## config.mk

```make
export PLATFORM = sky130hd
export DESIGN_NAME = mem_stage
export DESIGN_NICKNAME = d
export VERILOG_FILES = /design/src/rtl/mem_pkg.sv /design/src/rtl/mem_stage_load_align.sv /design/src/rtl/mem_stage.sv
export SDC_FILE = /design/constraint.sdc
export NUM_CORES = 1
export LEC_CHECK = 0
export CAP_MARGIN = 15
export CORE_AREA = 2 2 164 166
export DETAILED_ROUTE_END_ITERATION = 8
export DIE_AREA = 0 0 166 168
export PLACE_DENSITY = 0.67
export SLEW_MARGIN = 20
export SYNTH_ARGS = -nofsm -noshare
export SYNTH_HDL_FRONTEND = slang
export SYNTH_SLANG_ARGS = --single-unit
```

## constraint.sdc

```tcl
create_clock -name clk -period 7 [get_ports clk]
set_input_delay 1.4 -clock clk [delete_from_list [all_inputs] [get_ports clk]]
set_output_delay 1.4 -clock clk [all_outputs]
set_load 0.02 [all_outputs]
```

## src/rtl/mem_pkg.sv

```systemverilog
// Shared definitions for the memory-access pipeline stage: funct3 encodings,
// FSM state type and the store lane/strobe generator.
package mem_pkg;

    localparam logic [2:0] F3_B  = 3'b000;
    localparam logic [2:0] F3_H  = 3'b001;
    localparam logic [2:0] F3_W  = 3'b010;
    localparam logic [2:0] F3_BU = 3'b100;
    localparam logic [2:0] F3_HU = 3'b101;

    typedef enum logic [0:0] {
        IDLE   = 1'b0,
        ACCESS = 1'b1
    } mem_state_t;

    typedef struct packed {
        logic [31:0] wdata;
        logic [3:0]  wstrb;
    } store_lanes_t;

    // Replicate store data across lanes and shift the strobe to the byte offset;
    // loads never assert a strobe.
    function automatic store_lanes_t store_lanes(input logic [2:0]  funct3,
                                                 input logic [1:0]  off,
                                                 input logic [31:0] data,
                                                 input logic        is_store);
        store_lanes_t s;
        s.wdata = data;
        s.wstrb = 4'b0000;
        if (is_store) begin
            case (funct3)
                F3_B: begin
                    s.wdata = {4{data[7:0]}};
                    s.wstrb = 4'b0001 << off;
                end
                F3_H: begin
                    s.wdata = {2{data[15:0]}};
                    s.wstrb = 4'b0011 << off;
                end
                F3_W: begin
                    s.wdata = data;
                    s.wstrb = 4'b1111;
                end
                default: begin
                    s.wdata = data;
                    s.wstrb = 4'b0000;
                end
            endcase
        end else begin
            s.wstrb = 4'b0000;
        end
        return s;
    endfunction

endpackage

```

## src/rtl/mem_stage_load_align.sv

```systemverilog
// Load data aligner: picks the addressed byte/halfword out of the read word
// and sign- or zero-extends it according to funct3.
module load_align
    import mem_pkg::*;
(
    input  logic [31:0] rdata,
    input  logic [1:0]  offset,
    input  logic [2:0]  funct3,
    output logic [31:0] data
);

    logic [7:0]  byte_s;
    logic [15:0] half_s;

    // Lane selection by byte offset
    always_comb begin
        byte_s = 8'h00;
        case (offset)
            2'b00:   byte_s = rdata[7:0];
            2'b01:   byte_s = rdata[15:8];
            2'b10:   byte_s = rdata[23:16];
            2'b11:   byte_s = rdata[31:24];
            default: byte_s = 8'h00;
        endcase
        if (offset[1]) begin
            half_s = rdata[31:16];
        end else begin
            half_s = rdata[15:0];
        end
    end

    // Extension by access type
    always_comb begin
        data = 32'h0000_0000;
        case (funct3)
            F3_B:    data = {{24{byte_s[7]}}, byte_s};
            F3_H:    data = {{16{half_s[15]}}, half_s};
            F3_W:    data = rdata;
            F3_BU:   data = {24'h00_0000, byte_s};
            F3_HU:   data = {16'h0000, half_s};
            default: data = 32'h0000_0000;
        endcase
    end

endmodule

```

## src/rtl/mem_stage.sv

```systemverilog
// Pipeline memory-access stage: issues loads/stores over a req/ready handshake,
// stalls upstream while an access is outstanding and owns the MEM/WB register.
module mem_stage
    import mem_pkg::*;
#(
    parameter int XLEN   = 32,
    parameter int REG_AW = 5
) (
    input  logic              clk,
    input  logic              rst,
    input  logic              ex_valid,
    input  logic [XLEN-1:0]   ex_alu_result,
    input  logic [XLEN-1:0]   ex_rs2_data,
    input  logic              ex_mem_read,
    input  logic              ex_mem_write,
    input  logic [2:0]        ex_funct3,
    input  logic [REG_AW-1:0] ex_rd,
    input  logic              ex_reg_write,
    input  logic              ex_wb_select,
    output logic              stall,
    output logic              dmem_req,
    output logic              dmem_we,
    output logic [XLEN-1:0]   dmem_addr,
    output logic [XLEN-1:0]   dmem_wdata,
    output logic [3:0]        dmem_wstrb,
    input  logic [XLEN-1:0]   dmem_rdata,
    input  logic              dmem_ready,
    output logic              wb_valid,
    output logic [XLEN-1:0]   alu_result,
    output logic [XLEN-1:0]   mem_rdata,
    output logic              wb_select,
    output logic [REG_AW-1:0] wb_rd,
    output logic              wb_reg_write,
    output logic              mem_fault
);

    mem_state_t        state_r;
    mem_state_t        state_nxt_s;
    logic              mem_op_s;
    logic              f3_legal_s;
    logic              misaligned_s;
    logic              fault_s;
    logic              launch_s;
    store_lanes_t      lanes_s;
    logic [XLEN-1:0]   load_data_s;

    logic              req_r;
    logic              we_r;
    logic [XLEN-1:0]   addr_r;
    logic [XLEN-1:0]   eaddr_r;
    logic [XLEN-1:0]   wdata_r;
    logic [3:0]        wstrb_r;
    logic [1:0]        off_r;
    logic [2:0]        f3_r;
    logic [REG_AW-1:0] rd_r;
    logic              rw_r;
    logic              sel_r;

    assign mem_op_s = ex_valid & (ex_mem_read | ex_mem_write);
    assign lanes_s  = store_lanes(ex_funct3, ex_alu_result[1:0], ex_rs2_data, ex_mem_write);

    // Fault classification: illegal funct3 for the direction, misalignment, or read+write together
    always_comb begin
        f3_legal_s   = 1'b0;
        misaligned_s = 1'b0;
        case (ex_funct3)
            F3_B:    f3_legal_s = 1'b1;
            F3_H: begin
                f3_legal_s   = 1'b1;
                misaligned_s = ex_alu_result[0];
            end
            F3_W: begin
                f3_legal_s   = 1'b1;
                misaligned_s = |ex_alu_result[1:0];
            end
            F3_BU:   f3_legal_s = ex_mem_read & ~ex_mem_write;
            F3_HU: begin
                f3_legal_s   = ex_mem_read & ~ex_mem_write;
                misaligned_s = ex_alu_result[0];
            end
            default: f3_legal_s = 1'b0;
        endcase
        fault_s  = mem_op_s & ((ex_mem_read & ex_mem_write) | ~f3_legal_s | misaligned_s);
        launch_s = mem_op_s & ~fault_s;
    end

    // FSM state register
    always_ff @(posedge clk or posedge rst) begin
        if (rst) begin
            state_r <= IDLE;
        end else begin
            state_r <= state_nxt_s;
        end
    end

    // FSM next-state logic
    always_comb begin
        state_nxt_s = state_r;
        case (state_r)
            IDLE: begin
                if (launch_s) begin
                    state_nxt_s = ACCESS;
                end else begin
                    state_nxt_s = IDLE;
                end
            end
            ACCESS: begin
                if (dmem_ready) begin
                    state_nxt_s = IDLE;
                end else begin
                    state_nxt_s = ACCESS;
                end
            end
            default: state_nxt_s = IDLE;
        endcase
    end

    // FSM outputs: stall drops in the completing ACCESS cycle so upstream advances on that edge
    always_comb begin
        stall = 1'b0;
        case (state_r)
            IDLE:    stall = launch_s;
            ACCESS:  stall = ~dmem_ready;
            default: stall = 1'b0;
        endcase
    end

    // Request registers: captured on launch, held stable until the access completes
    always_ff @(posedge clk or posedge rst) begin
        if (rst) begin
            req_r   <= 1'b0;
            we_r    <= 1'b0;
            addr_r  <= {XLEN{1'b0}};
            eaddr_r <= {XLEN{1'b0}};
            wdata_r <= {XLEN{1'b0}};
            wstrb_r <= 4'b0000;
            off_r   <= 2'b00;
            f3_r    <= 3'b000;
            rd_r    <= {REG_AW{1'b0}};
            rw_r    <= 1'b0;
            sel_r   <= 1'b0;
        end else if ((state_r == IDLE) && launch_s) begin
            req_r   <= 1'b1;
            we_r    <= ex_mem_write;
            addr_r  <= {ex_alu_result[XLEN-1:2], 2'b00};
            eaddr_r <= ex_alu_result;
            wdata_r <= lanes_s.wdata;
            wstrb_r <= lanes_s.wstrb;
            off_r   <= ex_alu_result[1:0];
            f3_r    <= ex_funct3;
            rd_r    <= ex_rd;
            rw_r    <= ex_reg_write;
            sel_r   <= ex_wb_select;
        end else if ((state_r == ACCESS) && dmem_ready) begin
            req_r   <= 1'b0;
        end else begin
            req_r   <= req_r;
        end
    end

    assign dmem_req   = req_r;
    assign dmem_we    = we_r;
    assign dmem_addr  = addr_r;
    assign dmem_wdata = wdata_r;
    assign dmem_wstrb = wstrb_r;

    load_align u_load_align (
        .rdata  (dmem_rdata),
        .offset (off_r),
        .funct3 (f3_r),
        .data   (load_data_s)
    );

    // MEM/WB register: retire from ACCESS on ready, or directly from IDLE for non-launching ops
    always_ff @(posedge clk or posedge rst) begin
        if (rst) begin
            wb_valid     <= 1'b0;
            alu_result   <= {XLEN{1'b0}};
            mem_rdata    <= {XLEN{1'b0}};
            wb_select    <= 1'b0;
            wb_rd        <= {REG_AW{1'b0}};
            wb_reg_write <= 1'b0;
            mem_fault    <= 1'b0;
        end else if ((state_r == ACCESS) && dmem_ready) begin
            wb_valid     <= 1'b1;
            alu_result   <= eaddr_r;
            mem_rdata    <= we_r ? {XLEN{1'b0}} : load_data_s;
            wb_select    <= sel_r;
            wb_rd        <= rd_r;
            wb_reg_write <= rw_r;
            mem_fault    <= 1'b0;
        end else if ((state_r == IDLE) && ex_valid && !launch_s) begin
            wb_valid     <= 1'b1;
            alu_result   <= ex_alu_result;
            mem_rdata    <= {XLEN{1'b0}};
            wb_select    <= ex_wb_select;
            wb_rd        <= ex_rd;
            wb_reg_write <= ex_reg_write & ~fault_s;
            mem_fault    <= fault_s;
        end else begin
            wb_valid     <= 1'b0;
            wb_reg_write <= 1'b0;
            mem_fault    <= 1'b0;
        end
    end

endmodule

```

## Word-level counts from Yosys, hierarchy flattened

Index checks and enable logic that the tools add are counted.

- Register bits: 186
- Input bits: 112
- Output and inout port bits: 144
- Logic and storage cells: 89

- Equality and inequality tests: 11
- Shift operators: 2
- Reduce and logical (&&, ||, !) cells: 14
- Bitwise gates (word level): 14
- Mux-type cells: 29

Operators with widths:

| operator | count |
|---|---|
| 32-bit 2-to-1 mux | 6 |
| 32-bit one-hot mux with 5 select lines | 1 |
| 36-bit one-hot mux with 3 select lines | 1 |
| 8-bit one-hot mux with 4 select lines | 1 |
| 16-bit 2-to-1 mux | 1 |
| 3-bit == test (second input constant) | 4 |
| 1-bit 2-to-1 mux | 12 |
| 5-bit 2-to-1 mux | 2 |
| 1-bit one-hot mux with 2 select lines | 4 |
| 1-bit AND | 6 |
| 3-bit by 1-bit == test with 1-bit output (second input constant) | 2 |
| 3-bit by 2-bit == test with 1-bit output (second input constant) | 2 |
| 3-bit zero test | 2 |
| 2-bit OR reduction | 3 |
| 1-bit inverter | 5 |
| 2-bit == test (second input constant) | 2 |
| 1-bit logical AND | 4 |
| 4-bit 2-to-1 mux | 1 |
| 2-bit nonzero test | 2 |
| 1-bit by 2-bit left shift with 4-bit output (first input constant) | 1 |
| 2-bit by 2-bit left shift with 4-bit output (first input constant) | 1 |
| 1-bit OR | 3 |
| 3-bit OR reduction | 1 |
| 2-bit by 1-bit == test with 1-bit output (second input constant) | 1 |
| other kinds (2) | 2 |

## Longest topological paths before layout

Gate-level depths: netlist (run 1).

- Word-level depth: 13
- Mapped depth: 8
- Mapped depth without buffers: 5

## By module

From an unflattened synthesis (run 1), not the netlist that was laid out.

- Cell total of the unflattened synthesis: 635
- Area, all modules: 7658.6 um^2

By module, submodules not included:

| module | area each (um^2) | sequential area each (um^2) | times used | cells an instance |
|---|---|---|---|---|
| mem_stage | 6722.7 | 3853.7 | 1 | 512 |
| load_align | 935.9 | 0.0 | 1 | 123 |

## Least setup slack after synthesis (run 1)

Ideal clock, no wire load.

- Kind: input port to output port
- From: input ex_funct3[0]
- To: output stall
- Required time: 5.600 ns
- Arrival time: 2.548 ns
- Stages on the path: 5
- Slack: 3.052 ns
- Cell sequence: buf_2 > nor4_2 > a21oi_2 > clkbuf_1 > o22ai_1

- Cells in the longest elaborated chain, start to end: 10
- Elaborated cells between the ends (all ways): 17

Ends and longest elaborated chain:

| what | RTL line | text |
|---|---|---|
| start: declaration | mem_stage.sv:16 | `input logic [2:0] ex_funct3,` |
| 3-bit by 2-bit == test with 1-bit output (tied with other cells) | mem_stage.sv:66 | `case (ex_funct3)` |
| 3-bit OR reduction (no source line) / 2-bit OR reduction (equally long branches) | -- |  |
| 1-bit one-hot mux with 2 select lines | mem_stage.sv:66 |  |
| 1-bit inverter | mem_stage.sv:83 | `fault_s = mem_op_s & ((ex_mem_read & ex_mem_write) \| ~f3_legal_s \| misaligned_s);` |
| 1-bit OR | mem_stage.sv:83 |  |
| 1-bit OR * | mem_stage.sv:83 |  |
| 1-bit AND * | mem_stage.sv:83 |  |
| 1-bit inverter * | mem_stage.sv:84 | `launch_s = mem_op_s & ~fault_s;` |
| 1-bit AND * | mem_stage.sv:84 |  |
| 1-bit one-hot mux with 2 select lines * | mem_stage.sv:121 | `case (state_r)` |
| end: declaration | mem_stage.sv:20 | `output logic stall,` |

Mark *: on every way between the ends. The rest lies on a longest branch, timed or not.

## Worst setup path after layout (run 1)

Same ends and word-level chain as after synthesis.

==> results.md, run 1 <==
- The run finished with clean final reports.
- The most used cell along the critical path is sky130_fd_sc_hd__clkdlybuf4s50_1.
- Timing analysis after detailed placement gives a worst setup slack of roughly 1.7 ns.
- The number of antenna-violating nets in the routed design is 0.
- The total I/O pin count is 256.
- The maximum level of the CTS H-tree is 4.
- The pre-antenna-repair detailed-routing pass consisted of 5 iterations.
- The final-report max-slew violation count is 0.
- The starting DRC count in detailed routing is 364.
- On the worst path, the slowest cell contributes a delay of 0.81 ns.
- The number of synthesized flops with an enable pin is 0.
- IR analysis of the VDD net gives a maximum drop of 0.000153 V.
- The count of buffers inserted at the top-level ports is 253.
- The number of antenna violations at the first check in global routing was 0.
- Leaving out fill and tap cells, the most frequent cell in the layout is sky130_fd_sc_hd__clkdlybuf4s50_1.
- The clock network latency to the later pin of the worst-skew pair is 0.41 ns.
- The total of warnings raised by yosys is 0.
- The clock arrives with 0.00489 ns of skew.
- The TritonCTS clock tree is yes.
- Cells fill 41.1% of the core in the end.
- The post-synthesis average cell area is around 12 um^2.
- The highest clock frequency the design can meet is approximately 190 MHz.
- The global routing usage on met2 is around a quarter.
- The residual overflow from global routing is 0.
- The synthesized netlist contains 50 unique library cells.
- STA classifies the critical path startpoint as an input pin.
- The critical path required time is around 5.6 ns.
- For flop-to-flop paths, the worst setup slack is around 3.8 ns.
- The horizontal die dimension is 166 um.
- The worst-path cell with the longest stage delay is sky130_fd_sc_hd__a21oi_2.
- Summed over all cells, the static leakage comes to 4.35 nW.
- The full die area is approximately 0.028 mm^2.
- The critical register-to-register path endpoint is eaddr_r[6].
- The gate count after technology mapping is slightly above 600.
- For this run, the leading register cell type out of synthesis is sky130_fd_sc_hd__dfrtp_1.
- The worst setup path is of the in2out kind.
- In the final routed layout, each cell accounts on average for 18.5 um.
- The growth of design area from synthesis to finish is 40.8%.
- The cell taking the most area after synthesis is sky130_fd_sc_hd__dfrtp_1.
- The met3 usage in global routing is 4.98%.
- The post-synthesis cell area is a little under 0.008 mm^2.
- The vias after detailed routing is about 5600.
- In the routed design, unresolved DRC markers number 0.
- The number of core rows is 60.
- The final-report setup violation count is 0.
- The layer with the highest usage after global routing is met2.
- The max-capacitance violation count is 0.
- The top cell types in the final layout, fill and taps aside, are sky130_fd_sc_hd__clkdlybuf4s50_1, sky130_fd_sc_hd__dfrtp_1, sky130_fd_sc_hd__mux2_2, sky130_fd_sc_hd__o21ai_0, sky130_fd_sc_hd__o2bb2ai_1.
- The capturing element type of the critical path is a primary output.
- Setup repair after global routing left no endpoint under its margin.
- For the pin with the worst max-slew slack, the measured transition is 1.06 ns.
- The number of hold violations in the final report is 0.
- The overall track demand over capacity in global routing is 15.7%.
- The final critical path takes up 75.6% of the cycle.
- The worst path meets setup with 1.71 ns of slack.
- The critical path contains buffers and inverters numbering 3 combined.
- The number of global-route vias before repair was 5793.
- The post-synthesis async set-or-reset flop share is 100%.
- The critical path's top delay family is buffers and inverters.
- At the worst endpoint, the arrival time is 3.89 ns.
- The worst pin sits at a relative slew slack of 29.3%.
- Traced cell by cell, the critical path runs through clkdlybuf4s50_1, buf_4, a21oi_1, a21oi_2, o22ai_1, clkdlybuf4s50_1.
- Global routing used 20.7% of the available met1 tracks.
- The number of antenna cells inserted is 0.
- In the final layout, the share of cells above drive strength 1 is 25.1%.
- The tree is rooted in a sky130_fd_sc_hd__clkbuf_16.
- The number of hold-repair buffers added at the cts stage is 0.
- The net count reported at finish is 935.
- The smallest clock period supported by the final layout is computed as 5.29 ns.
- The initial utilization of the core area, before any placement, comes to around 29%.
- The share of Yosys cell area claimed by the top area cell type is approximately 50%.
- The total stage count of the critical path is 6.
- By area the synthesized netlist is led by sky130_fd_sc_hd__dfrtp_1, sky130_fd_sc_hd__mux2_2, sky130_fd_sc_hd__buf_4.
- In this run the power density over the cells is 322 mW/mm^2.
- In this run the deepest clock path goes through 2 buffers.
- The clock transition at the registers of the reported paths is 0.06 ns.
- The pin count of the biggest net entering global routing is 109.
- Of the synthesized area, sequential elements account for 50.1%.
- The critical path ends at stall.
- The number of buffers inserted during clock tree synthesis is 17.
- The min-delay analysis places its worst path in the category reg2reg.
- The count of cells along the worst register-to-register path is 5.
- Counting flops and latches in the post-synthesis netlist gives between 150 and 200.
- CTS saw 154 sinks.
- The height of the die is 168 um.
- The final routed wirelength across all metal layers is 21700 um.
- The wire length of the first global-routing pass is 34700 um.
- The mean number of vias per cell is 4.75.
- In this run the worst setup path begins at ex_funct3[0].
- Summed over all failing endpoints, the final setup total negative slack is 0 ns.
- The placer's final routability congestion estimate is 0.850.
- The worst register-to-register path begins at state_r.
- The area inside the core boundary is roughly 0.026 mm^2.
- Post-CTS repair changed the size of 0 cells.
- The buffer count from post-CTS setup fixing is 0.
- Of all nets on the critical path, the largest fanout is 25.
- The placed wire-length estimate is 15000 um.
[flip-flops by register name, summed over array words and instances (netlist names), 3 cells and up]
| register | flops |
|---|---|
| rd_r | 5 |
| dmem_wdata | 32 |
| wb_rd | 5 |
| alu_result | 32 |
| eaddr_r | 32 |
| mem_rdata | 32 |
| f3_r | 3 |
| dmem_wstrb | 4 |
[cells in the mapped netlist (all sizes together) (2+ instances only)]
cell type / count
a221o: 7
o2bb2ai: 24
a21oi: 12
nand2b: 5
dfrtp: 154
clkbuf: 24
nor2b: 2
buf: 52
mux2i: 16
a22o: 8
inv: 11
o21a: 2
a211oi: 2
a22oi: 16
o31ai: 10
o22ai: 2
or3: 8
or2: 2
mux2: 161
o21ai: 35
nor3b: 10
nand3: 7
nand2: 20
nand3b: 2
nor2: 12
[layout make-up]
type	count	area [um^2]
multi-input cells	378	3360
clock buffers	20	447
flip-flops and latches	154	3850
repair buffers	261	2590
well taps	341	427
inverters	11	48.8
fillers	2545	15500
clock inverters	11	98.8
[power by group]
group	internal [mW]	switching (mW)
sequential	1.12	0.168
clock	0.497	0.377
combinational	0.685	0.645
total	2.30	1.19
[metrics by stage]
stage	hold WS [ns]	area, um^2	std cells	power [mW]
global placement	0.472	10300	1145	2.62
global route	0.508	10800	1176	3.68
finish	0.488	10800	1176	3.49
floorplan	0.462	7690	619	2.09
detailed placement	0.474	10300	1145	2.64
CTS	0.493	10800	1176	3.53
[how the worst min path moves through the flow]
stage / from / to / slack, ns / depth (start not counted)
6_report: mem_rdata[2] / mem_rdata[2] / 0.49 / 1
5_1_grt: mem_rdata[28] / mem_rdata[28] / 0.51 / 1
4_1_cts: mem_rdata[7] / mem_rdata[7] / 0.49 / 1
3_5_place_dp: mem_rdata[7] / mem_rdata[7] / 0.47 / 1
3_3_place_gp: mem_rdata[25] / mem_rdata[25] / 0.47 / 1
2_1_floorplan: rw_r / wb_reg_write / 0.46 / 1
[routing by layer]
metal | vias up | share of wire [%] | wire length [um]
met1 | 2731 | 45 | 9710
met3 | 19 | 7.0 | 1520
li1 | 2645 | - | -
met5 | - | 0 | 0
met4 | 0 | 1.6 | 346
met2 | 187 | 47 | 10200
[cell families after synthesis]
logic type | after synthesis | share of synthesized area, %
AND/OR/NAND/NOR | 72 | 5.16
multiplexers | 178 | 26.4
XOR/XNOR | 1 | 0.114
AO/OA/AOI/OAI | 125 | 11.7
other | 1 | 0.0488
buffers and inverters | 87 | 6.45
flip-flops | 154 | 50.1
Power figures use the tool's default switching activity.
==> inputs of run 2 (changes only) <==
Settings changed: PLACE_DENSITY 0.67 to 0.69.
Clock period 7 ns to 4.7 ns, I/O delays scaled along.
==> results.md, run 2 (same netlist as run 1, synthesis figures left out) <==
- The number of buffers inserted during clock tree synthesis is 17.
- The power per standard cell area is between 400 and 500 mW/mm^2.
- Prior to clock tree synthesis, the placed netlist has a worst setup slack of 1.07 ns.
- The initial core utilization is 29.2%.
- For this run, the total global-route usage over all layers was measured as around 16%.
- The total I/O pin count is 256.
- The number of antenna violations at the first check in global routing was 1.
- The fraction of the cycle the final worst path needs is slightly below 80%.
- The placed instances occupy a cell area of 0.0104 mm^2.
- Total power for the finished layout comes to 5.35 mW.
- The routed length per placed instance is 18.4 um.
- The worst setup path is captured at a primary output.
- After routing, the total negative slack on setup checks comes to 0 ns.
- The mean number of vias per cell is 4.85.
- The worst setup slack after layout is 1.06 ns.
- The horizontal die dimension is 166 um.
- The actual slew at the worst max-slew pin is 0.877 ns.
- TritonCTS built the clock tree.
- The met3 usage in global routing is 5.03%.
- For this run, design rule violations remaining after detail routing come to 0.
- The worst hold slack across all endpoints is 0.484 ns.
- The buffer count from post-CTS setup fixing is 0.
- The endpoint arrival time on the critical path is 2.70 ns.
- Summing all non-filler instances in the final layout gives an area of ~0.011 mm^2.
- The number of hold violations in the final report was 0.
- After clock tree synthesis, the repair step resized 0 gates.
- Headroom to the max-slew limit came out at 41.5%.
- The critical path's largest stage delay is 0.64 ns.
- Counting both buffers and inverters, the worst setup path holds a total of 2.
- At the end of routability-driven placement, the weighted congestion stood at 0.861.
- By startpoint and endpoint, the worst setup path is classified as in2out.
- The detailed-router iteration count before antenna repair is 5.
- The classification of the worst-slack hold path is reg2reg.
- Based on the critical path, the design can be clocked at up to 275 MHz.
- Among cell families on the critical path, the largest total delay comes from buffers and inverters.
- The root cell of the clock tree is sky130_fd_sc_hd__clkbuf_16.
- For met2 alone, demand over resource in global routing was about 25%.
- Counting every sink on the clock net gives 154.
- The maximum resistive drop on vdd is between 0.0002 and 0.0003 V.
- The wire length of the first global-routing pass is between 30000 and 40000 um.
- The total overflow left after global routing is 0.
- The worst hold path begins at mem_rdata[4].
- Cells with a size suffix above 1 make up a little over a quarter of the layout.
- The full die area is 0.0279 mm^2.
- The clock network latency to the later pin of the worst-skew pair is 0.42 ns.
- The critical path startpoint is ex_funct3[1].
- At the end of the flow, the number of nets in the layout was 941.
- The height of the die is 168 um.
- Leaving out fill and tap cells, the most frequent cells in the layout are sky130_fd_sc_hd__clkdlybuf4s50_1, sky130_fd_sc_hd__dfrtp_1, sky130_fd_sc_hd__mux2_2, sky130_fd_sc_hd__o21ai_0, sky130_fd_sc_hd__o2bb2ai_1.
- The flow ran to the end, and the final reports show no timing, DRC or antenna violations.
- After legalization and detailed placement, the total HPWL measured 15200 um.
- The final-report setup violation count is 0.
- The worst register-to-register path begins at state_r.
- Setup repair after global routing left no endpoint under its margin.
- The type of element launching the critical path is an input pin.
- In this run the deepest clock path goes through 2 buffers.
- The number of core rows is 60.
- The pin count of the biggest net entering global routing is 155.
- Global routing used 20.8% of the available met1 tracks.
- Among all stages on the critical path, the largest delay is contributed by sky130_fd_sc_hd__clkdlybuf4s50_1.
- During placement, the flow inserted port buffers numbering approximately 250.
- The most used cell along the critical path is sky130_fd_sc_hd__clkdlybuf4s50_1.
- The H-tree was split into 4 levels.
- The area growth from synthesis to layout is 42.6%.
- The starting DRC count in detailed routing is 454.
- The layer flagged by global routing as most heavily used is met2.
- The area inside the core boundary is 0.0264 mm^2.
- Data on the critical path is required at its endpoint by 3.76 ns.
- The final-report max-slew violation count is 0.
- The clock transition at the registers of the reported paths is 0.06 ns.
- The number of antenna cells inserted is 0.
- In this run, post-CTS hold repair placed 0 buffers.
- Detailed routing inserted a total of 5734 vias.
- The number of antenna-violating nets in the routed design is 0.
- The commonest non-fill, non-tap cell in the layout is sky130_fd_sc_hd__clkdlybuf4s50_1.
- Max-cap violations in this run came to 0.
- In this run the worst path has a maximum fanout of 10.
- For the final database, setup skew stands at 0.0118 ns.
- The signal on the critical path passes through clkdlybuf4s50_1, a21oi_1, a21oi_2, o22ai_1, clkdlybuf4s50_1.
- Wires add up to 21800 um.
- The minimum clock period after layout is 3.64 ns.
- The number of global-route vias before repair came to 6012.
- For this design the static power due to leakage is 4.41 nW.
## run 2: changes by cell type in the layout (fill, tap and decap cells not counted), sizes merged
cell	change
inv	+1
clkbuf	-2
bufinv	+2
buf	+6
## run 2: routing by layer
layer | up-vias | share of wire [%]
met5 | - | 0.055
met4 | 2 | 1.7
met3 | 24 | 6.9
met2 | 219 | 46
met1 | 2837 | 45
li1 | 2652 | -
## run 2: worst register-to-register path: cells and delay by family, from the launching register on
family,cells,cell delay (ns)
AND/OR/NAND/NOR,3,0.97
buffers and inverters,2,0.59
multiplexers,1,0.44
flip-flops,1,0.41
## run 2: path summary, 6_finish.rpt
path                                 to  slack (ns)  cells past startpoint
setup / recovery                  stall        1.06                      5
hold / removal             mem_rdata[4]        0.48                      1
setup reg to reg             eaddr_r[3]        2.17                      6
hold reg to reg            mem_rdata[4]        0.48                      1
max in group asynchronous       state_r        2.92                      3
min in group asynchronous   eaddr_r[11]        1.13                      3
## run 2: power by group
part / switching (mW) / internal, mW
clock network: 0.594 / 0.840
logic: 0.990 / 1.03
registers: 0.234 / 1.66
## run 2: layout make-up
cell class                      count  area [um^2]
Clock buffer                       18          429
Clock inverter                     14          169
Fill cell                        2469        15400
Inverter                           11         45.0
Multi-Input combinational cell    378         3370
Sequential cell                   154         3850
Tap cell                          341          427
Timing Repair Buffer              267         2680
## run 2: per-stage QoR
stage          std cells  utilization [%]
2_1_floorplan        619                -
3_3_place_gp        1151             39.3
3_5_place_dp        1151             39.3
4_1_cts             1183             41.6
5_1_grt             1183             41.6
6_report            1183             41.6
